<file path="config.mk">
export PLATFORM = sky130hd
export DESIGN_NAME = pwm_cmd_sequencer
export DESIGN_NICKNAME = d
export VERILOG_FILES = /design/src/rtl/pwm_cmd_sequencer.sv
export SDC_FILE = /design/constraint.sdc
export NUM_CORES = 1
export LEC_CHECK = 0
export ABC_AREA = 1
export CAP_MARGIN = 10
export CORE_MARGIN = 10
export CORE_UTILIZATION = 55
export CTS_BUF_LIST = sky130_fd_sc_hd__clkbuf_4 sky130_fd_sc_hd__clkbuf_8
export DETAILED_ROUTE_END_ITERATION = 7
export PLACE_DENSITY = 0.91
export SYNTH_ARGS = -nofsm -noshare
export SYNTH_HDL_FRONTEND = slang
export SYNTH_SLANG_ARGS = --single-unit
</file>
<file path="constraint.sdc">
create_clock -name clk -period 7.1 [get_ports clk]
set_input_delay 1.065 -clock clk [delete_from_list [all_inputs] [get_ports clk]]
set_output_delay 1.065 -clock clk [all_outputs]
set_load 0.03 [all_outputs]
</file>
<file path="src/rtl/pwm_cmd_sequencer.sv">
// Avalon-MM master for the 3-phase centre-aligned PWM slave: power-up
// programming, per-command compare-pair loading with deadtime, commit,
// update-window tracking on the slave irq, and a commit watchdog.
module pwm_cmd_sequencer #(
  parameter logic [15:0] MAX_CTR    = 16'd2500,
  parameter logic [15:0] DEADTIME   = 16'd50,
  parameter int unsigned WDOG_LIMIT = 8
) (
  input  logic        clk,
  input  logic        reset,
  input  logic        cmd_valid,
  output logic        cmd_ready,
  input  logic [15:0] cmd_duty0,
  input  logic [15:0] cmd_duty1,
  input  logic [15:0] cmd_duty2,
  output logic [3:0]  m_addr,
  output logic        m_write,
  output logic [31:0] m_writedata,
  input  logic        m_waitreq,
  input  logic        pwm_irq,
  output logic        fault,
  input  logic        fault_clr
);

  typedef enum logic [2:0] {
    S_INIT,
    S_IDLE,
    S_LOAD,
    S_COMMIT,
    S_ARMED,
    S_TRIP,
    S_FAULT
  } state_t;

  localparam logic [7:0] LIMIT8 = 8'(WDOG_LIMIT);

  state_t      r_state, w_state_nxt;
  logic [2:0]  r_idx, w_idx_nxt, w_idx_inc;
  logic        r_write, w_write_nxt;
  logic [3:0]  r_addr, w_addr_nxt;
  logic [15:0] r_data, w_data_nxt;
  logic [7:0]  r_wdog, w_wdog_nxt, w_wdog_inc;
  logic        r_fault, w_fault_nxt;
  logic [15:0] r_duty0, r_duty1, r_duty2;
  logic        w_latch;
  logic        w_done;
  logic        w_trip;

  function automatic logic [15:0] f_clamp(input logic [15:0] d);
    return (d > MAX_CTR) ? MAX_CTR : d;
  endfunction

  function automatic logic [15:0] f_low(input logic [15:0] d);
    return (d < DEADTIME) ? 16'd0 : (d - DEADTIME);
  endfunction

  function automatic logic [15:0] f_high(input logic [15:0] d);
    logic [16:0] s;
    s = {1'b0, d} + {1'b0, DEADTIME};
    return s[16] ? 16'hFFFF : s[15:0];
  endfunction

  function automatic logic [3:0] f_init_addr(input logic [2:0] idx);
    case (idx)
      3'd0:    return 4'h8;
      3'd1:    return 4'hA;
      3'd2:    return 4'hB;
      3'd3:    return 4'hC;
      3'd4:    return 4'hD;
      default: return 4'h9;
    endcase
  endfunction

  function automatic logic [15:0] f_init_data(input logic [2:0] idx);
    case (idx)
      3'd0:    return MAX_CTR;
      3'd1:    return 16'd1;
      3'd2:    return 16'd0;
      3'd3:    return 16'd1;
      3'd4:    return 16'd0;
      default: return 16'd1;
    endcase
  endfunction

  // Even index = low compare, odd = high compare; idx[2:1] selects the phase.
  function automatic logic [15:0] f_load_data(input logic [2:0] idx, input logic [15:0] d0,
                                              input logic [15:0] d1, input logic [15:0] d2);
    logic [15:0] d;
    case (idx[2:1])
      2'd0:    d = d0;
      2'd1:    d = d1;
      default: d = d2;
    endcase
    return idx[0] ? f_high(d) : f_low(d);
  endfunction

  assign w_done     = r_write & ~m_waitreq;
  assign w_idx_inc  = r_idx + 3'd1;
  assign w_wdog_inc = (r_wdog == 8'hFF) ? r_wdog : (r_wdog + 8'd1);
  assign w_trip     = pwm_irq & (w_wdog_inc >= LIMIT8);

  assign m_write     = r_write;
  assign m_addr      = r_addr;
  assign m_writedata = {16'h0000, r_data};
  assign fault       = r_fault;

  // State and bus registers; reset drops any write in flight immediately.
  always_ff @(posedge clk or posedge reset) begin
    if (reset) begin
      r_state <= S_INIT;
      r_idx   <= '0;
      r_write <= 1'b0;
      r_addr  <= '0;
      r_data  <= '0;
      r_wdog  <= '0;
      r_fault <= 1'b0;
      r_duty0 <= '0;
      r_duty1 <= '0;
      r_duty2 <= '0;
    end else begin
      r_state <= w_state_nxt;
      r_idx   <= w_idx_nxt;
      r_write <= w_write_nxt;
      r_addr  <= w_addr_nxt;
      r_data  <= w_data_nxt;
      r_wdog  <= w_wdog_nxt;
      r_fault <= w_fault_nxt;
      if (w_latch) begin
        r_duty0 <= f_clamp(cmd_duty0);
        r_duty1 <= f_clamp(cmd_duty1);
        r_duty2 <= f_clamp(cmd_duty2);
      end
    end
  end

  // Next state plus the next bus word; a write is only replaced once it completes.
  always_comb begin
    w_state_nxt = r_state;
    w_idx_nxt   = r_idx;
    w_write_nxt = r_write;
    w_addr_nxt  = r_addr;
    w_data_nxt  = r_data;
    w_wdog_nxt  = r_wdog;
    w_fault_nxt = r_fault;
    w_latch     = 1'b0;
    cmd_ready   = 1'b0;

    case (r_state)
      S_INIT: begin
        if (!r_write) begin
          w_write_nxt = 1'b1;
          w_addr_nxt  = f_init_addr(r_idx);
          w_data_nxt  = f_init_data(r_idx);
        end else if (w_done) begin
          if (r_idx == 3'd5) begin
            w_write_nxt = 1'b0;
            w_idx_nxt   = '0;
            w_state_nxt = S_IDLE;
          end else begin
            w_idx_nxt  = w_idx_inc;
            w_addr_nxt = f_init_addr(w_idx_inc);
            w_data_nxt = f_init_data(w_idx_inc);
          end
        end
      end

      S_IDLE: begin
        // Ready is withheld when a watchdog trip lands in the same cycle.
        cmd_ready = ~w_trip;
        if (pwm_irq) w_wdog_nxt = w_wdog_inc;
        if (w_trip) begin
          w_state_nxt = S_TRIP;
          w_write_nxt = 1'b1;
          w_addr_nxt  = 4'h9;
          w_data_nxt  = 16'd0;
        end else if (cmd_valid) begin
          w_latch     = 1'b1;
          w_state_nxt = S_LOAD;
          w_idx_nxt   = '0;
          w_write_nxt = 1'b1;
          w_addr_nxt  = 4'h0;
          w_data_nxt  = f_low(f_clamp(cmd_duty0));
        end
      end

      S_LOAD: begin
        if (w_done) begin
          if (r_idx == 3'd5) begin
            w_idx_nxt   = '0;
            w_state_nxt = S_COMMIT;
            w_addr_nxt  = 4'hF;
            w_data_nxt  = 16'd1;
          end else begin
            w_idx_nxt  = w_idx_inc;
            w_addr_nxt = {1'b0, w_idx_inc};
            w_data_nxt = f_load_data(w_idx_inc, r_duty0, r_duty1, r_duty2);
          end
        end
      end

      S_COMMIT: begin
        if (w_done) begin
          w_write_nxt = 1'b0;
          w_wdog_nxt  = '0;
          w_state_nxt = S_ARMED;
        end
      end

      S_ARMED: begin
        if (pwm_irq) begin
          w_wdog_nxt = w_wdog_inc;
          if (w_trip) begin
            w_state_nxt = S_TRIP;
            w_write_nxt = 1'b1;
            w_addr_nxt  = 4'h9;
            w_data_nxt  = 16'd0;
          end else begin
            w_state_nxt = S_IDLE;
          end
        end
      end

      S_TRIP: begin
        if (w_done) begin
          w_write_nxt = 1'b0;
          w_fault_nxt = 1'b1;
          w_state_nxt = S_FAULT;
        end
      end

      S_FAULT: begin
        if (fault_clr) begin
          w_fault_nxt = 1'b0;
          w_wdog_nxt  = '0;
          w_idx_nxt   = '0;
          w_state_nxt = S_INIT;
        end
      end

      default: w_state_nxt = S_INIT;
    endcase
  end

endmodule

</file>
==> flow_summary.yaml, run 1 <==
synth:
  synth.yosys.seq_area_share: 0.3349
  ys_warn_count: 0
  synth_area_sq_mm: 0.006276
  synthArstFlopShare: 1.000
  yosys.area.top_type_share: 0.3349
  syn_avg_cell_area_sq_um: 6.670
  ys_ff_latch: 84
  synth_ff_type: "dfrtp_1"
  yosysMostFrequentCell: "nand2_1"
  synth_cell_types: 48
  synthTopCellsByArea: "dfrtp_1 33%, nand2_1 18%, inv_1 7.1%"
  synth_common_cells: "305 x nand2_1, 118 x inv_1, 95 x nor2_1, 84 x dfrtp_1, 80 x nand3_1"
  netlist_instances: 941
  synth_edf_count: 0
  yosys.area.top_type: "dfrtp_1"
finish:
  layout-area-overhead-vs-synth_pct: 14.69
  num-fill-cells: 992
  antenna_cells: 0
  drive_gt1_frac: 0.07905
  multiInputGateArea_sq_mm: 0.003471
  seq_area_sq_mm: 0.002102
  nets: 1071
placement:
  port_buffers: 76
  dp_hpwl_microns: 12890
  gp_congestion: 0.9447
cts:
  clk_latency_ns: 0.37
  htree_levels: 3
  cts_made_buffers: 9
  clk_path_buf_depth: 2
  clk_pin_slew_ns: 0.08
  cts_tree: "done"
  cts_resized: 0
  cts_hold_buf: 0
  clockRootBuffer: "clkbuf_8"
  cts.sinks: 84
  post_cts_buffers: 0
timing:
  slew_headroom: 0.3043
  min_period_ns: 3.772
  setup-violations-final: 0
  fin_crit_sh: 0.5313
  hold_viol: 0
  setup_tns_ns: 0
  rsz0062_at_grt: "false"
  skew_ns: 0.01189
  slew_violations: 0
  worst_pin_slew_ns: 1.044
  max_freq_mhz: 265.1
critical_path:
  critPathLaunchType: "flop"
  path_class: "reg -> out"
  path_cells: "ha_1 > nand2_1 > inv_1 > nand3b_1 > inv_1 > nor2_1 > nand3_2 > nand2_2 > nand2_2 > inv_1 > clkdlybuf4s50_1"
  cp_data_arrival_time_ns: 2.71
  required_ns: 6.03
  cp_max_fo: 5
  crit_path_max_incr_delay_ns: 0.68
  cp_common_cell: "inv_1"
  end_kind: "output pin"
  worst_path_max_delay_cell: "clkdlybuf4s50_1"
power_and_ir_drop:
  p_total_mw: 3.072
  power.leakage_nw: 3.676
  power.density_mw_per_mm2: 426.8
  vdd_drop_max_mv: 0.2737
detailed_routing:
  drc_errors: 0
  wire_per_inst_microns: 14.20
  dr.first_iter.drc_count: 622
  viasPerCell: 5.318
  ant_nets: 0
  num_vias: 6126
  drt-total-wl_microns: 16350
  firstDrtPassIters: 5
grt:
  grt_util_all_layers: 0.2008
  grt_pass1_vias: 5729
  antenna_found_initial: 0
  grt_pass1_wl_microns: 27320
  grt_remaining_overflow: 0
  grt_max_degree: 85
job:
  maxCapViolCount: 0
floorplanning:
  die_w_microns: 126.8
  ios: 93
  die-area_sq_mm: 0.01608
  initial_core_util: 0.5714
  rows: 38
  fp.coreArea_sq_mm: 0.01098
  fp.dieH_microns: 126.8
min_path:
  min_path_type: "reg -> reg"
outcome:
  status: "complete, no violations"
cell families after synthesis:
family,Yosys count,synth area share
and+or+nand+nor,561,0.4033
other,1,0.0005975
AOI/OAI and AO/OA,110,0.1063
DFF,84,0.3349
adders and majority gates,10,0.01994
buffers and inverters,165,0.1210
xor gates and xnor gates,10,0.01396
worst paths after layout:
kind	slack (ns)	from	depth (start not counted)	end
worst max-delay path	3.33	r_wdog[0]$_DFFE_PP0P_	11	cmd_ready
worst min-delay path	0.47	r_duty1[13]$_DFFE_PP0P_	2	r_duty1[13]$_DFFE_PP0P_
worst max register to register	3.51	r_idx[0]$_DFFE_PP0P_	21	r_data[11]$_DFFE_PP0P_
worst min register to register	0.47	r_duty1[13]$_DFFE_PP0P_	2	r_duty1[13]$_DFFE_PP0P_
max in group asynchronous	5.09	reset	3	r_data[12]$_DFFE_PP0P_
min in group asynchronous	1.35	reset	3	r_duty2[8]$_DFFE_PP0P_
power breakdown:
group	switching [mW]	internal (mW)	total, mW	leakage [nW]
clock network	0.171	0.169	0.340	0.0999
registers	0.0857	0.590	0.676	1.08
logic	1.40	0.660	2.06	2.50
total	1.65	1.42	3.07	3.68
state kept, by name, indices dropped and copies added, names as in the netlist:
name     cells
r_duty0     16
fault        1
r_idx        3
r_duty1     16
m_write      1
m_addr       4
r_duty2     16
r_wdog       8
r_data      16
r_state      3
placed cells by master (no fill, tap or decap), drive strengths merged:
master | synthesis | layout
ha | 10 | 10
o211ai | 3 | 3
clkdlybuf4s50 | 0 | 76
a31oi | 3 | 3
o211a | 1 | 1
conb | 1 | 16
o21a | 11 | 11
nor3 | 8 | 8
nor3b | 1 | 1
o2111ai | 2 | 2
a21oi | 18 | 18
o22ai | 5 | 5
nand2 | 315 | 315
bufinv | 0 | 1
nand3b | 8 | 8
o311ai | 1 | 1
o32ai | 1 | 1
clkinvlp | 0 | 1
clkinv | 0 | 4
a41o | 2 | 2
xor2 | 7 | 7
buf | 33 | 2
dfrtp | 84 | 84
o21ai | 60 | 60
clkbuf | 5 | 11
nand4 | 16 | 16
o31ai | 1 | 1
a211oi | 2 | 2
nand3 | 97 | 97
nor4 | 2 | 2
inv | 127 | 126
or2 | 4 | 4
xnor2 | 3 | 3
nor2 | 110 | 110
layout make-up:
| cell class | instances | share of cell area |
|---|---|---|
| clock buffers | 11 | 0.01929 |
| clock inverters | 5 | 0.007301 |
| inverters | 127 | 0.06710 |
| multi-input cells | 707 | 0.4822 |
| flip-flops and latches | 84 | 0.2920 |
| well taps | 140 | 0.02434 |
| repair buffers | 78 | 0.1078 |
worst max-delay path: cells and delay by family (launching register included):
kind | cells | cell delay [ns]
adder cells (fa/ha/maj) | 1 | 0.22
buffers and inverters | 4 | 0.95
flip-flops | 1 | 0.42
AND/OR/NAND/NOR | 6 | 0.76
routing by layer:
metal | vias to the layer above | GRT usage | wire (microns)
li1 | 3097 | - | -
met1 | 2748 | 0.2718 | 7611
met2 | 257 | 0.3144 | 7203
met3 | 24 | 0.04540 | 1316
met4 | 0 | 0.05559 | 222
met5 | - | 0 | 0
through the flow:
step / setup WS, ns / utilization / hold WS, ns / std cells / instance area (sq um)
floorplan: 3.870 / - / 0.4285 / 956 / 6332
global placement: 3.529 / 0.6380 / 0.4445 / 1136 / 7007
detailed placement: 3.486 / 0.6380 / 0.4515 / 1136 / 7007
CTS: 3.326 / 0.6554 / 0.4728 / 1152 / 7198
global route: 3.057 / 0.6554 / 0.4902 / 1152 / 7198
finish: 3.328 / 0.6554 / 0.4701 / 1152 / 7198
No activity file was read; power rests on OpenSTA's default activity.
==> run 2: changes to the inputs <==
Clock period 7.1 ns to 3.8 ns, I/O delays scaled along.
==> run 2 against run 1 <==
  * Via count up 2.3%
  * Worst setup slack worse by 2.8 ns
  * Count of clock-buffer cells in the layout down 1
  * Clock power up 92%
  * First-iteration DRC count up 19%
  * Flip-flop and latch count unchanged
  * Largest cell class unchanged
==> flow_summary.yaml, run 2 (synthesized netlist as in run 1, its figures left out) <==
outcome:
  status: "complete, no violations"
power_and_ir_drop:
  p_total_mw: 5.812
  power.density_mw_per_mm2: 804.1
  power.leakage_nw: 3.686
  vdd_drop_max_mv: 0.4745
detailed_routing:
  num_vias: 6267
  firstDrtPassIters: 6
  ant_nets: 0
  dr.first_iter.drc_count: 742
  drt-total-wl_microns: 16840
  wire_per_inst_microns: 14.59
  viasPerCell: 5.431
  drc_errors: 0
timing:
  rsz0062_at_grt: "false"
  hold_viol: 0
  worst_pin_slew_ns: 1.041
  setup_tns_ns: 0
  skew_ns: 0.009542
  fin_crit_sh: 0.8709
  slew_violations: 0
  max_freq_mhz: 302.2
  slew_headroom: 0.3034
  setup-violations-final: 0
  min_period_ns: 3.309
grt:
  gr-usage-met2: 0.3183
  grt_pass1_vias: 5939
  grt_pass1_wl_microns: 28190
  grt_util_all_layers: 0.2068
  gr-usage-met1: 0.2780
  top_usage_layer: "met2"
  grt_max_degree: 47
  gr-usage-met3: 0.04332
  grt_remaining_overflow: 0
  antenna_found_initial: 0
finish:
  antenna_cells: 0
  nets: 1073
  mostFrequentLayoutCells: "305 x nand2_1, 117 x inv_1, 95 x nor2_1"
  layout_commonest_cell: "nand2_1"
  num-fill-cells: 976
  layout-area-overhead-vs-synth_pct: 15.17
  drive_gt1_frac: 0.08087
cts:
  post_cts_buffers: 0
  clk_latency_ns: 0.38
  cts_made_buffers: 9
  cts.sinks: 84
  clk_pin_slew_ns: 0.09
  cts_resized: 0
  clockRootBuffer: "clkbuf_8"
  htree_levels: 3
  clk_path_buf_depth: 2
  cts_tree: "done"
  cts_hold_buf: 0
placement:
  dp_hpwl_microns: 13130
  port_buffers: 76
  gp_congestion: 0.9999
floorplanning:
  fp.coreArea_sq_mm: 0.01098
  die_w_microns: 126.8
  ios: 93
  rows: 38
  fp.dieH_microns: 126.8
  die-area_sq_mm: 0.01608
  initial_core_util: 0.5714
critical_path:
  cp_data_arrival_time_ns: 2.74
  ff2ff_setup_slack_ns: 0.55
  cp_max_fo: 5
  path_class: "reg -> out"
  required_ns: 3.23
  end_kind: "output pin"
  critPathLaunchType: "flop"
min_path:
  min_path_type: "in -> async"
job:
  maxCapViolCount: 0
[run 2: metrics by stage]
step	hold slack [ns]	setup slack [ns]	area, sq um	instances	utilization
floorplan	0.4285	1.065	6332	956	-
global placement	0.4417	0.6066	7022	1138	0.6393
detailed placement	0.4505	0.5199	7022	1138	0.6393
CTS	0.4692	0.4774	7223	1154	0.6577
global route	0.4853	0.2186	7228	1154	0.6581
finish	0.4656	0.4908	7228	1154	0.6581
[run 2: final cells by class]
| class | count | area [sq um] | area share |
|---|---|---|---|
| multi-input cells | 707 | 3476 | 0.4809 |
| flip-flops and latches | 84 | 2102 | 0.2908 |
| repair buffers | 80 | 790.8 | 0.1094 |
| inverters | 127 | 483.0 | 0.06682 |
| well taps | 140 | 175.2 | 0.02423 |
| clock buffers | 10 | 137.6 | 0.01904 |
| clock inverters | 6 | 63.81 | 0.008828 |
[run 2: power breakdown]
part / switching (mW) / leakage, nW / internal [mW]
registers: 0.163 / 1.08 / 1.10
clock network: 0.334 / 0.0983 / 0.320
logic: 2.65 / 2.51 / 1.25
[run 2: final timing paths]
check | from | to | cells after the start
setup / recovery | r_wdog[0]$_DFFE_PP0P_ | cmd_ready | 11
max in group asynchronous | reset | r_data[12]$_DFFE_PP0P_ | 3
min in group clk | r_duty1[15]$_DFFE_PP0P_ | r_duty1[15]$_DFFE_PP0P_ | 2
hold / removal | reset | m_addr[3]$_DFFE_PP0P_ | 2
setup reg to reg | r_idx[0]$_DFFE_PP0P_ | r_data[11]$_DFFE_PP0P_ | 22
hold reg to reg | r_duty1[15]$_DFFE_PP0P_ | r_duty1[15]$_DFFE_PP0P_ | 2
[run 2: routing by layer]
metal | wire [microns] | up-vias
met5 | 0 | -
met4 | 398 | 0
met3 | 1372 | 35
met2 | 7371 | 265
met1 | 7696 | 2860
li1 | - | 3107
[run 2: critical path, stage by stage (launching register included)]
cell	delay, ns
dfrtp_1	0.42
ha_1	0.22
nand2_1	0.07
inv_1	0.08
nand3b_1	0.14
inv_1	0.09
nor2_1	0.17
nand3_2	0.12
nand2_2	0.12
nand2_2	0.10
inv_1	0.13
clkdlybuf4s50_1	0.69
==> run 3: changes to the inputs <==
Settings changed: CTS_CLUSTER_SIZE set to 25.
==> results of run 3 <==
Same layout as run 2: the final DEF is identical, and so are final timing and power.
